$ cat src/rtl/wb_stage.sv
// -----------------------------------------------------------------------------
// wb_stage : write-back stage of the streamline CPU.
//
// This stage sits directly after the MEM/WB pipeline register. It:
//   - chooses the write-back value (link address, LUI immediate, RAM data or
//     ALU result),
//   - holds the 32 x 32-bit register file, which has two asynchronous read
//     ports with same-cycle write-through for the ID stage,
//   - owns the sticky halt flag and the retired-instruction and cycle counters.
//
// Ports
//   clk, rst                 clock (rising edge), asynchronous active-high reset
//   valid_i                  MEM/WB holds a real instruction (0 = bubble)
//   halt_i                   instruction in MEM/WB is a halt
//   rw_i                     destination register index
//   jal_i                    write PC_i+PC_STEP to LINK_REG
//   MemToReg_i, lui_i        write-back source select
//   Regwrite_i               register write enable
//   Imm_i, PC_i, ALU_i, Ram_i  operand sources
//   ra1_i, ra2_i             read addresses from ID
//   rd1_o, rd2_o             read data (combinational)
//   wb_en_o, wb_rw_o, wb_data_o  effective write this cycle (combinational)
//   halt_o                   sticky halt flag (registered)
//   retired_o, cycles_o      statistics counters (registered)
// -----------------------------------------------------------------------------
module wb_stage #(
    parameter int PC_STEP  = 1,
    parameter int LINK_REG = 31,
    parameter int CNT_W    = 32
) (
    input  logic             clk,
    input  logic             rst,
    input  logic             valid_i,
    input  logic             halt_i,
    input  logic [4:0]       rw_i,
    input  logic             jal_i,
    input  logic             MemToReg_i,
    input  logic             Regwrite_i,
    input  logic             lui_i,
    input  logic [31:0]      Imm_i,
    input  logic [31:0]      PC_i,
    input  logic [31:0]      ALU_i,
    input  logic [31:0]      Ram_i,
    input  logic [4:0]       ra1_i,
    input  logic [4:0]       ra2_i,
    output logic [31:0]      rd1_o,
    output logic [31:0]      rd2_o,
    output logic             wb_en_o,
    output logic [4:0]       wb_rw_o,
    output logic [31:0]      wb_data_o,
    output logic             halt_o,
    output logic [CNT_W-1:0] retired_o,
    output logic [CNT_W-1:0] cycles_o
);

    logic             halt_reg;
    logic [CNT_W-1:0] retired_reg;
    logic [CNT_W-1:0] cycles_reg;
    logic [31:0]      rf_reg [0:31];

    // ------------------------------------------------------------------
    // Write-back source selection and effective write
    // ------------------------------------------------------------------
    always_comb begin
        wb_data_o = ALU_i;
        if (jal_i) begin
            wb_data_o = PC_i + 32'(PC_STEP);
        end else if (lui_i) begin
            wb_data_o = {Imm_i[15:0], 16'h0000};
        end else if (MemToReg_i) begin
            wb_data_o = Ram_i;
        end
    end

    assign wb_rw_o = jal_i ? 5'(LINK_REG) : rw_i;

    // Once halted nothing more is written; $0 is never a real target.
    assign wb_en_o = valid_i & (Regwrite_i | jal_i) & ~halt_reg & (wb_rw_o != 5'd0);

    // ------------------------------------------------------------------
    // Register file: one flop word per register so the asynchronous reset
    // can clear all of them at once. Entry 0 is only ever reset, so it
    // always holds zero and needs no special case on the read side.
    // ------------------------------------------------------------------
    generate
        for (genvar gi = 0; gi < 32; gi++) begin : g_rf
            always_ff @(posedge clk or posedge rst) begin
                if (rst) begin
                    rf_reg[gi] <= '0;
                end else if (wb_en_o && (wb_rw_o == 5'(gi))) begin
                    rf_reg[gi] <= wb_data_o;
                end
            end
        end
    endgenerate

    // Read ports: forward the value being written this cycle so ID sees it
    // without an extra bubble. While reset is held both ports read zero.
    always_comb begin
        rd1_o = '0;
        if (!rst) begin
            if (wb_en_o && (ra1_i == wb_rw_o)) begin
                rd1_o = wb_data_o;
            end else begin
                rd1_o = rf_reg[ra1_i];
            end
        end
    end

    always_comb begin
        rd2_o = '0;
        if (!rst) begin
            if (wb_en_o && (ra2_i == wb_rw_o)) begin
                rd2_o = wb_data_o;
            end else begin
                rd2_o = rf_reg[ra2_i];
            end
        end
    end

    // ------------------------------------------------------------------
    // Halt flag and statistics counters. The edge that raises the halt flag
    // still counts both the cycle and the halt instruction itself.
    // ------------------------------------------------------------------
    always_ff @(posedge clk or posedge rst) begin
        if (rst) begin
            halt_reg    <= 1'b0;
            retired_reg <= '0;
            cycles_reg  <= '0;
        end else if (!halt_reg) begin
            cycles_reg <= cycles_reg + CNT_W'(1);
            if (valid_i) begin
                retired_reg <= retired_reg + CNT_W'(1);
                if (halt_i) begin
                    halt_reg <= 1'b1;
                end
            end
        end
    end

    assign halt_o    = halt_reg;
    assign retired_o = retired_reg;
    assign cycles_o  = cycles_reg;

endmodule

$ cat config.mk
export PLATFORM = sky130hd
export DESIGN_NAME = wb_stage
export DESIGN_NICKNAME = d
export VERILOG_FILES = /design/src/rtl/wb_stage.sv
export SDC_FILE = /design/constraint.sdc
export NUM_CORES = 2
export LEC_CHECK = 0
export CAP_MARGIN = 10
export CELL_PAD_IN_SITES_DETAIL_PLACEMENT = 0
export CELL_PAD_IN_SITES_GLOBAL_PLACEMENT = 2
export CORE_MARGIN = 3
export CORE_UTILIZATION = 25
export CTS_CLUSTER_DIAMETER = 50
export DETAILED_ROUTE_END_ITERATION = 8
export GPL_ROUTABILITY_DRIVEN = 1
export GPL_TIMING_DRIVEN = 0
export PLACE_DENSITY_LB_ADDON = 0.1
export SYNTH_ARGS = -nofsm -noshare
export SYNTH_HDL_FRONTEND = slang
export SYNTH_SLANG_ARGS = --single-unit
$ cat constraint.sdc
create_clock -name clk -period 39.7 [get_ports clk]
set_input_delay 5.955 -clock clk [delete_from_list [all_inputs] [get_ports clk]]
set_output_delay 5.955 -clock clk [all_outputs]
set_load 0.05 [all_outputs]
; ---- Yosys cells after proc, flatten, opt, wreduce, memory -nomap -nowiden
; Cells that the tools add are included.
[word_totals]
register_bits = 1089
latch_bits = 0
ramBits = 0
mem_bits_ro = 0
input_bits = 151
out_inout_bits = 167
word_cells = 134
n_memories = 0
[op_classes]
addsub = 3
multipliers = 0
div = 0
magnitude_cmp = 2
n_eq_ne = 33
shifts = 0
mux = 17
n_bitwise = 7
reduce_logical = 37
[ops]
columns = op, n
row1 = 32-bit two-way mux, 11
row2 = 32-bit binary-select mux with 5-bit select, 2
row3 = "32-bit by 1-bit adder with 32-bit output, second input constant", 3
row4 = "5-bit == test, second input constant", 16
row5 = "5-bit by 4-bit == test with 1-bit output, second input constant", 8
row6 = 1-bit logical AND, 34
row7 = "5-bit by 3-bit == test with 1-bit output, second input constant", 4
row8 = "6-bit >= comparator, second input constant", 2
row9 = 5-bit inverter with 6-bit output, 2
row10 = "5-bit by 2-bit == test with 1-bit output, second input constant", 2
row11 = 5-bit == test, 2
row12 = "5-bit by 1-bit == test with 1-bit output, second input constant", 1
row13 = 5-bit zero test, 1
row14 = 5-bit two-way mux, 1
row15 = 5-bit nonzero test, 1
row16 = 1-bit bitwise AND, 3
row17 = 1-bit two-way mux, 3
row18 = 2-bit AND reduction, 1
row19 = 1-bit inverter, 1
row20 = 1-bit OR, 1

; ---- Logic depth before layout (Yosys ltp)
[depth]
depth_word = 7
mapped_depth = 11
depth_no_buf = 7

; ---- Worst setup path after synthesis
; OpenSTA, ideal clock, no wires.
[synth_timing]
kind = input-to-output
start = input rst
end = output rd2_o[26]
t_arrival_ns = 33.674
required_time_ns = 33.745
slack_ns = 0.071
path_stages = 4
n_path_buf = 1
path_cell_list = clkbuf_1 > inv_1 > nand2_1 > o2bb2ai_1
[synth_between]
elab_chain_cells = 1
[synth_rtl]
columns = item, line
row1 = start: declaration, 32  ; input logic rst,
row2 = 32-bit two-way mux, 112  ; if (!rst) begin
row3 = end: declaration, 47  ; output logic [31:0] rd2_o,
; Every way passes these cells.

; ---- Worst setup path after layout
[layout_timing]
start = input ra1_i[2]
end = output rd1_o[12]
[layout_between]
elab_chain_cells = 6
elab_cells_between_ends = 8
classes_between = eq/ne (1) / mux (5) / bitwise (1) / reduce/logical (1)
[layout_rtl]
columns = item, line
row1 = start: declaration, 44  ; input logic [4:0] ra1_i,
row2 = 5-bit inverter with 6-bit output (not written as such), 105  ; rd1_o = rf_reg[ra1_i];
row3 = 32-bit binary-select mux with 5-bit select, 105
row4 = 32-bit two-way mux (not written as such) (2 in a row), 105
row5 = 32-bit two-way mux *, 102  ; if (wb_en_o && (ra1_i == wb_rw_o)) begin
row6 = 32-bit two-way mux *, 101  ; if (!rst) begin
row7 = end: declaration, 46  ; output logic [31:0] rd1_o,
; Every way passes the cells marked *; elsewhere a longest branch is shown, timed or not. The select of a mux whose other input is x is not followed.

==> results.ini <==
[run_status]
status = finished with violations
violations = max-slew violations

[place]
placedCellCount = 9129
gp_congestion = 0.941
dpl_worst_slack_ns = 21.90
port_buffers = 290
dp_hpwl_um = 274000

[timing]
finClkSkew_ns = 0.0230
layout_setup_ws_ns = 21.64
setup_tns_ns = 0
slew_violations = 7
setup_viol = 0
tightestPinTransition_ns = 1.51
relSlewSlack_pct = -0.950
min_period_ns = 18.07
rsz0062_at_grt = false
fin_crit_sh_pct = 45.5
hold_ws_ns = 0.465
max_freq_ghz = 0.0554
hold_violations = 0

[layout]
largest_reg_flops = 1024
drive_gt1_share_pct = 14.4
fill_cells = 23945
final_net_count = 6456
multi_input_area_sq_mm = 0.0283
ff_latch_area_sq_mm = 0.0273
fin_cells = 9511
syn2layout_area_growth_pct = 25.6

[pwr]
p_leak_nw = 31.0
intPower_mw = 2.44
p_comb_share_pct = 12.8
seq_power_share_pct = 33.7
vdd.ir_drop.worst_v = 0.0000343
p_clk_share_pct = 53.5
finalPower_mw = 3.44
power.switching_mw = 1.00
sw_frac_of_total_pct = 29.1
powerDensity_mw_per_mm2 = 47.1

[drt]
drt-initial-drc-count = 6497
drc_errors = 0
wl_per_cell_um = 39.1
drt-total-wl_um = 371000
viasPerCell = 5.58
drt-pass1-iter-count = 8
ant_nets = 0
num_vias = 53070

[critical_path]
crit_path_end_kind = output port
critPathArrivalTime_ns = 12.11
crit_required_ns = 33.74
path_class = primary input to output port
reg2reg_to = rf_reg[549]$_DFFE_PP0P_
r2r_setup_slack_ns = 35.08
crit_start = ra1_i[2]
cp_max_fo = 10
rr_worst_depth = 9
start_kind = primary input
endpoint = rd1_o[12]
r2r-start = halt_o$_DFF_PP0_

[synth]
syn_nets = 5907
avgSynthCellArea_sq_um = 10.1
synth_most_common_cell = nand2_1
yosysSeqAreaShare_pct = 46.9
synth_edf_count = 0
synth_cell_type_count = 65
yosys_warnings = 0
synth.area.top_cells = dfrtp_1 (47%), mux4_2 (11%), mux2i_1 (9.7%)
ys_ff_latch = 1089
synthFlopType = dfrtp_1
synth.top_cell.area_share_pct = 46.9
yosysTopAreaCell = dfrtp_1
async_reset_ff_share_pct = 100
syn_area_sq_mm = 0.0581
yosys-top-cells-count = nand2_1 (1,113), dfrtp_1 (1,089), o21ai_0 (946)
syn_inst = 5753

[clock_tree]
clockBufferDepth = 3
cts_tree = done
clkSlewWorstSetupHoldPaths_ns = 0.05
cts_hold_buf = 0
cts_root_buf = clkbuf_16
cts_resized = 0
clk_latency_ns = 0.86
htreeDepth = 4
post-cts-setup-buffers = 0
cts.sinks = 1089
cts_buffers = 195

[global_route]
grt_antenna_before_repair = 30
grt_pass1_wl_um = 491000
met1_usage_pct = 41.9
grt-ovfl-total = 0
grt_pass1_vias = 51111
grt.total_usage_pct = 30.6
grt_max_degree = 116
busiest_layer = met2
grt_use_met2_pct = 45.8
met3_usage_pct = 6.88

[run]
max_cap_viol_count = 0

[die]
core_area_sq_mm = 0.231
die_h_um = 488
die_w_um = 488
die-area_sq_mm = 0.238
rows = 176
io_pins = 318
start_util_pct = 25.2

[worst_hold_path]
hold_path_class = flip-flop to flip-flop

-- per-stage QoR --
| step | instance area, sq um | utilization (%) |
|---|---|---|
| after floorplan | 58100 | - |
| after global placement | 64800 | 28.1 |
| after detailed placement | 65900 | 28.6 |
| after CTS | 72900 | 31.6 |
| after global routing | 72900 | 31.6 |
| final | 73000 | 31.6 |
-- logic make-up (layout without fill, tap and decap cells) --
group           after synthesis  in the layout  share of synthesized area (%)
mux                         883            883                           21.2
simple gates               1556           1556                           11.2
xor+xnor                     89             89                           1.34
buf+inv                     628           1342                           4.42
other cells                   0             18                              0
flops                      1089           1089                           46.9
compound gates             1505           1505                           14.9
fa+ha+maj                     3              3                         0.0646
-- worst min-delay path by stage --
stage	slack, ns	start	cells past startpoint	to
2_1_floorplan	0.44	rf_reg[1000]$_DFFE_PP0P_	1	rf_reg[1000]$_DFFE_PP0P_
3_3_place_gp	0.45	rf_reg[998]$_DFFE_PP0P_	1	rf_reg[998]$_DFFE_PP0P_
3_5_place_dp	0.46	cycles_o[31]$_DFFE_PP0N_	1	cycles_o[31]$_DFFE_PP0N_
4_1_cts	0.47	cycles_o[31]$_DFFE_PP0N_	1	cycles_o[31]$_DFFE_PP0N_
5_1_grt	0.49	rf_reg[996]$_DFFE_PP0P_	1	rf_reg[996]$_DFFE_PP0P_
6_report	0.46	cycles_o[31]$_DFFE_PP0N_	1	cycles_o[31]$_DFFE_PP0N_
-- area by class of cell --
class | instances | share of cell area (%)
buffer | 575 | 3.34
clock buffer | 252 | 7.58
clock inverter | 110 | 2.06
timing repair buffer | 352 | 5.34
inverter | 53 | 0.283
tap | 3026 | 5.19
multi-input combinational | 4036 | 38.8
antenna | 18 | 0.0617
sequential | 1089 | 37.3
-- worst max-delay path, cell delays in order --
cell	delay (ns)
clkdlybuf4s50_1	0.58
buf_4	0.28
buf_2	0.46
clkbuf_1	0.55
buf_8	0.24
buf_2	0.81
mux2i_1	0.38
a21oi_1	0.53
a211oi_1	0.21
a211oi_1	1.04
clkdlybuf4s50_1	1.01
-- per-layer routing --
layer,vias up,share of wire (%)
met5,-,0.0078
li1,21852,-
met2,2521,43
met3,566,7.8
met1,28127,44
met4,4,5.2
-- power groups by stage --
stage | combinational (mW) | clock, mW | sequential, mW
2_1_floorplan | 0.193 | 0 | 1.18
3_3_place_gp | 0.418 | 0 | 1.18
3_5_place_dp | 0.431 | 0 | 1.17
4_1_cts | 0.432 | 1.86 | 1.16
5_1_grt | 0.450 | 1.91 | 1.16
6_report | 0.441 | 1.84 | 1.16
-- placed cells by master, fill, tap and decap left out, types with 49 or more instances in the layout --
master	Yosys	routed
mux2i_1	562	562
mux2_2	49	49
nand2_1	1113	1113
a211oi_1	54	54
a22oi_1	202	200
mux4_2	272	272
clkbuf_1	434	417
buf_2	99	117
nand3_1	110	110
clkdlybuf4s50_1	0	290
clkbuf_16	0	203
xnor2_1	66	66
o21ai_0	946	946
a21oi_1	153	153
dfrtp_1	1089	1089
inv_1	53	52
nor2_1	147	146
(Power assumes the default switching activity.)
